`config.mk`:
```
export PLATFORM = sky130hd
export DESIGN_NAME = stopwatch_display
export DESIGN_NICKNAME = d
export VERILOG_FILES = /design/src/rtl/stopwatch_display_pkg.sv /design/src/rtl/seg7_decode.sv /design/src/rtl/stopwatch_display.sv
export SDC_FILE = /design/constraint.sdc
export NUM_CORES = 1
export LEC_CHECK = 0
export ABC_AREA = 1
export BUFFER_PORTS_ARGS = -buffer_cell sky130_fd_sc_hd__buf_4
export CORE_MARGIN = 8
export CORE_UTILIZATION = 53
export CTS_CLUSTER_DIAMETER = 40
export DETAILED_ROUTE_END_ITERATION = 7
export PLACE_DENSITY = 0.77
export SETUP_SLACK_MARGIN = 0.5
export SLEW_MARGIN = 30
export SYNTH_ARGS = -nofsm -noshare
export SYNTH_HDL_FRONTEND = slang
export SYNTH_SLANG_ARGS = --single-unit
```
`constraint.sdc`:
```
create_clock -name clk -period 1.8 [get_ports clk]
set_clock_uncertainty 0.1 [all_clocks]
set_input_delay 0.36 -clock clk [delete_from_list [all_inputs] [get_ports clk]]
set_output_delay 0.36 -clock clk [all_outputs]
set_load 0.05 [all_outputs]
```
`src/rtl/stopwatch_display_pkg.sv`:
```
// rtl/stopwatch_display_pkg.sv - shared state, segment and index constants for the stopwatch display
package stopwatch_display_pkg;

    typedef enum logic [1:0] {
        ST_IDLE  = 2'd0,
        ST_RUN   = 2'd1,
        ST_PAUSE = 2'd2
    } sw_state_t;

    // Segment patterns are {g,f,e,d,c,b,a}, active-low.
    localparam logic [6:0] SEG_0   = 7'b1000000;
    localparam logic [6:0] SEG_1   = 7'b1111001;
    localparam logic [6:0] SEG_2   = 7'b0100100;
    localparam logic [6:0] SEG_3   = 7'b0110000;
    localparam logic [6:0] SEG_4   = 7'b0011001;
    localparam logic [6:0] SEG_5   = 7'b0010010;
    localparam logic [6:0] SEG_6   = 7'b0000010;
    localparam logic [6:0] SEG_7   = 7'b1111000;
    localparam logic [6:0] SEG_8   = 7'b0000000;
    localparam logic [6:0] SEG_9   = 7'b0010000;
    localparam logic [6:0] SEG_OFF = 7'b1111111;

    localparam logic [1:0] DIG_SEC_LO = 2'd0;
    localparam logic [1:0] DIG_SEC_HI = 2'd1;
    localparam logic [1:0] DIG_MIN_LO = 2'd2;
    localparam logic [1:0] DIG_MIN_HI = 2'd3;

    localparam int IN_SEC  = 0;
    localparam int IN_SCAN = 1;
    localparam int IN_SS   = 2;
    localparam int IN_CLR  = 3;

endpackage

```
`src/rtl/seg7_decode.sv`:
```
// rtl/seg7_decode.sv - combinational BCD to active-low seven-segment decoder
module seg7_decode
    import stopwatch_display_pkg::*;
(
    input  logic [3:0] bcd,
    output logic [6:0] seg
);

    always_comb begin
        seg = SEG_OFF;
        case (bcd)
            4'd0: seg = SEG_0;
            4'd1: seg = SEG_1;
            4'd2: seg = SEG_2;
            4'd3: seg = SEG_3;
            4'd4: seg = SEG_4;
            4'd5: seg = SEG_5;
            4'd6: seg = SEG_6;
            4'd7: seg = SEG_7;
            4'd8: seg = SEG_8;
            4'd9: seg = SEG_9;
            default: seg = SEG_OFF;
        endcase
    end

endmodule

```
`src/rtl/stopwatch_display.sv`:
```
// rtl/stopwatch_display.sv - MM:SS stopwatch with multiplexed active-low seven-segment output
module stopwatch_display
    import stopwatch_display_pkg::*;
#(
    parameter int AN_W        = 8,
    parameter int SYNC_STAGES = 2,
    parameter int DP_DIGIT    = 2
) (
    input  logic            clk,
    input  logic            rst,
    input  logic            clk_1HZ,
    input  logic            clk_10000HZ,
    input  logic            start_stop,
    input  logic            clear,
    output logic [AN_W-1:0] an,
    output logic [6:0]      seg,
    output logic            dp,
    output logic            running,
    output logic            wrap
);

    localparam logic [AN_W-1:0] AN_ONE = 1;
    localparam logic [1:0]      DP_IDX = 2'(DP_DIGIT);

    logic [3:0]             raw;
    logic [3:0]             pulse;
    logic [SYNC_STAGES-1:0] settle;
    logic                   settled;

    assign raw     = {clear, start_stop, clk_10000HZ, clk_1HZ};
    assign settled = settle[SYNC_STAGES-1];

    // settle marks when the chains hold real samples rather than reset zeros
    always_ff @(posedge clk) begin
        if (rst) settle <= '0;
        else     settle <= {settle[SYNC_STAGES-2:0], 1'b1};
    end

    // A level already high when reset releases is not an edge: arm only after a genuine low.
    for (genvar g = 0; g < 4; g++) begin : g_sync
        logic [SYNC_STAGES-1:0] sr;
        logic                   hist;
        logic                   armed;

        always_ff @(posedge clk) begin
            if (rst) begin
                sr    <= '0;
                hist  <= 1'b0;
                armed <= 1'b0;
            end else begin
                sr    <= {sr[SYNC_STAGES-2:0], raw[g]};
                hist  <= sr[SYNC_STAGES-1];
                armed <= armed | (settled & ~sr[SYNC_STAGES-1]);
            end
        end

        assign pulse[g] = sr[SYNC_STAGES-1] & ~hist & armed;
    end

    sw_state_t state_q, state_d;

    always_ff @(posedge clk) begin
        if (rst) state_q <= ST_IDLE;
        else     state_q <= state_d;
    end

    always_comb begin
        state_d = state_q;
        if (pulse[IN_CLR]) begin
            state_d = ST_IDLE;
        end else if (pulse[IN_SS]) begin
            case (state_q)
                ST_RUN:  state_d = ST_PAUSE;
                default: state_d = ST_RUN;
            endcase
        end
    end

    assign running = (state_q == ST_RUN);

    // digit[3:0] = {min_hi, min_lo, sec_hi, sec_lo}
    logic [3:0][3:0] digit;
    logic            count_en;

    assign count_en = pulse[IN_SEC] && (state_q == ST_RUN) && !pulse[IN_CLR];

    always_ff @(posedge clk) begin
        if (rst || pulse[IN_CLR]) begin
            digit <= '0;
            wrap  <= 1'b0;
        end else begin
            wrap <= count_en && (digit == 16'h5959);
            if (count_en) begin
                if (digit[DIG_SEC_LO] != 4'd9) begin
                    digit[DIG_SEC_LO] <= digit[DIG_SEC_LO] + 4'd1;
                end else begin
                    digit[DIG_SEC_LO] <= 4'd0;
                    if (digit[DIG_SEC_HI] != 4'd5) begin
                        digit[DIG_SEC_HI] <= digit[DIG_SEC_HI] + 4'd1;
                    end else begin
                        digit[DIG_SEC_HI] <= 4'd0;
                        if (digit[DIG_MIN_LO] != 4'd9) begin
                            digit[DIG_MIN_LO] <= digit[DIG_MIN_LO] + 4'd1;
                        end else begin
                            digit[DIG_MIN_LO] <= 4'd0;
                            if (digit[DIG_MIN_HI] != 4'd5) digit[DIG_MIN_HI] <= digit[DIG_MIN_HI] + 4'd1;
                            else                           digit[DIG_MIN_HI] <= 4'd0;
                        end
                    end
                end
            end
        end
    end

    logic [1:0] idx;
    logic [6:0] seg_next;

    seg7_decode u_dec (
        .bcd (digit[idx]),
        .seg (seg_next)
    );

    // anode, segments and dp load together so a digit never shows another digit's pattern
    always_ff @(posedge clk) begin
        if (rst) begin
            idx <= 2'd0;
            an  <= '1;
            seg <= SEG_OFF;
            dp  <= 1'b1;
        end else if (pulse[IN_SCAN]) begin
            idx <= idx + 2'd1;
            an  <= ~(AN_ONE << idx);
            seg <= seg_next;
            dp  <= (idx != DP_IDX);
        end
    end

endmodule

```
======== After elaboration in Yosys (flattened, before gate mapping) ========
Memory sizes are Yosys's and may differ from the RTL's. A register that Yosys moved wholly into a read port is not among the register bits.
Cells that the tools add are included.
word-level totals
  bits in registers ....................... 48
  bits in read-only memories .............. 112
  bits of input ports ..................... 6
  output and inout port bits .............. 18
  logic and storage cells ................. 83
  memories ................................ 1
operators by class
  $add $sub $neg .......................... 5
  order comparisons ....................... 1
  eq/ne operators ......................... 7
  shift-type cells ........................ 1
  mux-type cells .......................... 8
  bitwise gates (word level) .............. 28
  reduce and logical (&&, ||, !) cells .... 9
memory list
  name              words  width  read ports  clocked after memory_dff  wr ports  RTL line           RTL
  (name not given)  16     7      1           1                         0         seg7_decode.sv:11  case (bcd)
operators by type and width
  cell                  count
  $mux 4                5
  $add 4x1->4 const B   4
  $eq 16x15->1 const B  1
  $and 1x1->1           12
  $not 1->1             11
  $bmux 4 s2            1
  $ne 4x3->1 const B    2
  $ne 4x4->1 const B    2
  $not 8->8             1
  $shl 1x2->8 const A   1
  $or 1x1->1            4
  $reduce_and 4->1      1
  $logic_and 1x1->1     3
  $lt 2x3->1 const B    1
  $reduce_and 3->1      1
  $add 2x1->2 const B   1
  $eq 2x1->1 const B    1
  $mux 2                1
  $ne 2x2->1 const B    1
  $reduce_and 2->1      1
  $reduce_or 2->1       1
  $logic_not 1->1       1
  $logic_or 1x1->1      1
  $mux 1                1

======== Longest topological paths before layout ========
  depth after elaboration ................. 6
  gate-level depth with buffers ........... 11
  gate-level depth less buffers ........... 11

======== Modules after synthesis ========
Synthesis repeated with hierarchy kept, for this count alone.
unflattened totals
  cell total of the unflattened synthesis .. 328
  area total of the unflattened synthesis .. 2,392.3 um^2
by module, submodules not included
  module             instances  cells an instance  area an instance (um^2)  seq. area each (um^2)
  stopwatch_display  1          293                2,204.6                  1,001.0
  seg7_decode        1          35                 187.7                    0.0

======== Least setup slack after synthesis ========
Ideal clock, no wire load.
  path kind ............................... register -> register
  start point ............................. register idx[0]
  end point ............................... register seg[3]
  library setup time ...................... 0.115 ns
  data arrival time ....................... 1.477 ns
  required time ........................... 1.585 ns
  path slack .............................. 0.108 ns
  stages on the path, launching flop included .. 11
  buffers on the path ..................... 1
  period minus slack after synthesis ...... 1.692 ns
  path through ............................ dfxtp_1 > buf_4 > o211ai_1 > nand2_1 > inv_1 > ha_1 > nand3_1 > nand3_1 > nand2_1 > nand2_1 > nand2_1
between the ends
  longest elaborated chain between the ends .. 2
RTL lines
  item                          RTL line                  RTL
  start: declaration            stopwatch_display.sv:115  logic [1:0] idx;
  start signal: assignment      stopwatch_display.sv:131  idx <= idx + 2'd1;
  $bmux 4 s2                    stopwatch_display.sv:119  .bcd (digit[idx]),
  $mux 4 (not written as such)  stopwatch_display.sv:119
  end: declaration              stopwatch_display.sv:16   output logic [6:0] seg,
Every way passes these cells. The select of a mux whose other input is x is not followed.
A chain may end at the register's enable or synchronous reset.

======== Worst setup path in the final report ========
  start point ............................. register idx[0]
  end point ............................... register seg[6]
Same word-level chain as after synthesis.

==> flow_summary.ini <==
[worst_setup_path]
worst_path_largest_cell_delay_ns = 0.40
cp-end-kind = register
path_cells = nand2_1 -> nand2_2 -> nand2_1 -> nand2_2 -> ha_2 -> nand3b_1 -> nand3_1 -> nand2_1 -> nand2_1 -> nand2_1
crit_family = simple AND/OR/NAND/NOR gates
path_class = register to register
crit_buf_inv = 0
crit_slowest_cell = dfxtp_4
cp-start-kind = register
cp_max_fo = 8
arrival_ns = 1.85
required_ns = 1.91
crit_path_frequent_cell = nand2_1

[yosys]
synth_top_area_cell = dfxtp_1
yosys.cell_count.top_type = nand2_1
yosysWarnings = 0
synth_compound_area_frac = 0.102
synth_edf_count = 0
synth_top_family_by_area = simple AND/OR/NAND/NOR gates
yosys.area.top_type_share = 0.410
synthCells = 345
syn_area_sq_um = 2440
async_flop_share = 0
synthTopCellsByArea = dfxtp_1 (41%), nand2_1 (14%), a21oi_1 (6.1%)
netlist_top_cells_count = nand2_1 (92), dfxtp_1 (50), inv_1 (40), nor2_1 (34), a21oi_1 (30)
synthMuxAreaShare = 0
synth_xor_area_frac = 0.0108
synth_simple_gate_area_frac = 0.325
seq_area_frac_synth = 0.410
syn-mean-instance-area_sq_um = 7.08
ys_seq_elements = 50
synth_fa_ha_area_frac = 0.0512
synth_ff_type = dfxtp_1
ys_types = 26

[timing]
fin_crit_ns = 1.73
slew_viol_final = 0
fin_crit_sh = 0.962
fin_hold_ws_ns = 0.142
fmax_mhz = 578
rsz0062_at_grt = true
hold_viol_final = 0
setup_viol = 0
setup-tns-final_ns = 0
setup_ws_ns = 0.0686

[cells_and_area]
finalNetCount = 415
final_layout_size_suffix_gt1_frac = 0.448
syn_to_final_growth_pct = 43.1
utilization = 0.792
final-instance-count-excl-fill = 452
final_area_sq_um = 3500
diodes = 0
fill_cells = 262

[clock_network]
clkSinkCount = 50
path_clk_slew_ns = 0.10
cts_buffers = 5
htreeDepth = 2
cts_tree = done
cts-root-buf = clkbuf_8
postCtsHoldBufs = 0
clock_path_buffers = 2
clock_latency_ns = 0.32

[grt]
grt_use_total = 0.172
antenna_found_initial = 0
grt.met1_usage = 0.190
gr-max-usage-layer = met2
grt.overflow.total = 0
grt_pass1_vias = 2334
grtUsageMet2 = 0.302
met3_usage = 0.0449
grt_max_degree = 28
grt_pass1_wl_microns = 10300

[route]
first_pass_iters = 7
postRouteAntennaNets = 0
vias_per_cell = 5.59
wl_microns = 7410
post-route-drc-count = 0
vias = 2527
wire_per_inst_microns = 16.4
drt_iter0_markers = 150

[status]
status = complete, no violations

[place]
placed_area_sq_um = 2650
dp.cells = 411
gp_congestion = 0.873
pre_cts_ws_ns = 0.0868
post-dp-hpwl_microns = 3760
port_buffers = 19

[floorplan]
die_width_microns = 83.9
io_pins = 24
die_y_microns = 83.9
start_util = 0.554
die_area_sq_um = 7040
core-area_sq_um = 4410
num_rows = 24

[pwr]
totalPowerFinal_mw = 2.06
leakagePower_nw = 1.45
power_density_nw_per_um2 = 590
peakVddDrop_uv = 589

[hold_path]
hp-class = input port to register

[flow_run]
cap_violations = 0
## tightest hold or removal path, stage by stage
cell and delay [ns]:
buf_4 0.08, inv_1 0.03, nor2_1 0.07
## final timing paths
| path | to | slack (ns) | cells past startpoint | startpoint |
|---|---|---|---|---|
| setup / recovery | seg[6] | 0.07 | 10 | idx[0] |
| setup reg to reg | seg[6] | 0.07 | 10 | idx[0] |
| hold reg to reg | g_sync[2].sr[1] | 0.32 | 2 | g_sync[2].sr[0] |
| hold / removal | g_sync[2].sr[0] | 0.14 | 3 | start_stop |
## flip-flops by register name, indices dropped and copies added (netlist names)
register	cells
an	3
digit	16
dp	1
g_sync.armed	4
g_sync.hist	4
g_sync.sr	8
idx	2
seg	7
settle	2
state_q	2
wrap	1
## cells by family (layout without fill, tap and decap cells)
family,after synthesis,after routing
xor gates and xnor gates,3,3
DFF,50,50
buffers and inverters,58,110
AOI/OAI and AO/OA,48,48
other,1,4
and+or+nand+nor,175,175
adders and majority gates,10,10
## layout by cell type, fill, tap and decap left out, drive strengths merged
cell	count
o211ai	2
nor2	43
o21a	1
nand4	3
inv	47
clkbuf	5
o21ai	14
a211oi	1
clkinvlp	1
nand3b	3
clkinv	2
nand2	99
buf	55
ha	10
nand3	27
a21oi	30
xor2	3
conb	4
dfxtp	50
## routing by layer
layer	wire length [microns]	vias to the layer above	share of wire
li1	-	1183	-
met1	2940	1208	0.40
met2	3760	105	0.51
met3	387	31	0.052
met4	319	0	0.043
met5	0	-	0
## report_power, final
part	internal (mW)	switching [mW]	total (mW)
sequential	1.13	0.0183	1.15
clock	0.289	0.429	0.718
combinational	0.0691	0.128	0.197
## area by class of cell
| type | count | area, sq um | area share |
|---|---|---|---|
| multi-input combinational | 240 | 1550 | 0.444 |
| timing repair buffer | 55 | 544 | 0.156 |
| clock inverter | 3 | 28.8 | 0.00823 |
| sequential | 50 | 1040 | 0.298 |
| inverter | 47 | 193 | 0.0551 |
| tap | 52 | 65.1 | 0.0186 |
| clock buffer | 5 | 68.8 | 0.0197 |
## timing repair
action / 4_1_cts / 5_1_grt
buffers inserted: 24 / 9
resized for setup: 73 / 80
setup endpoints to repair: 34 / 40
pin swaps: 25 / 35
Power figures use the tool's default switching activity.
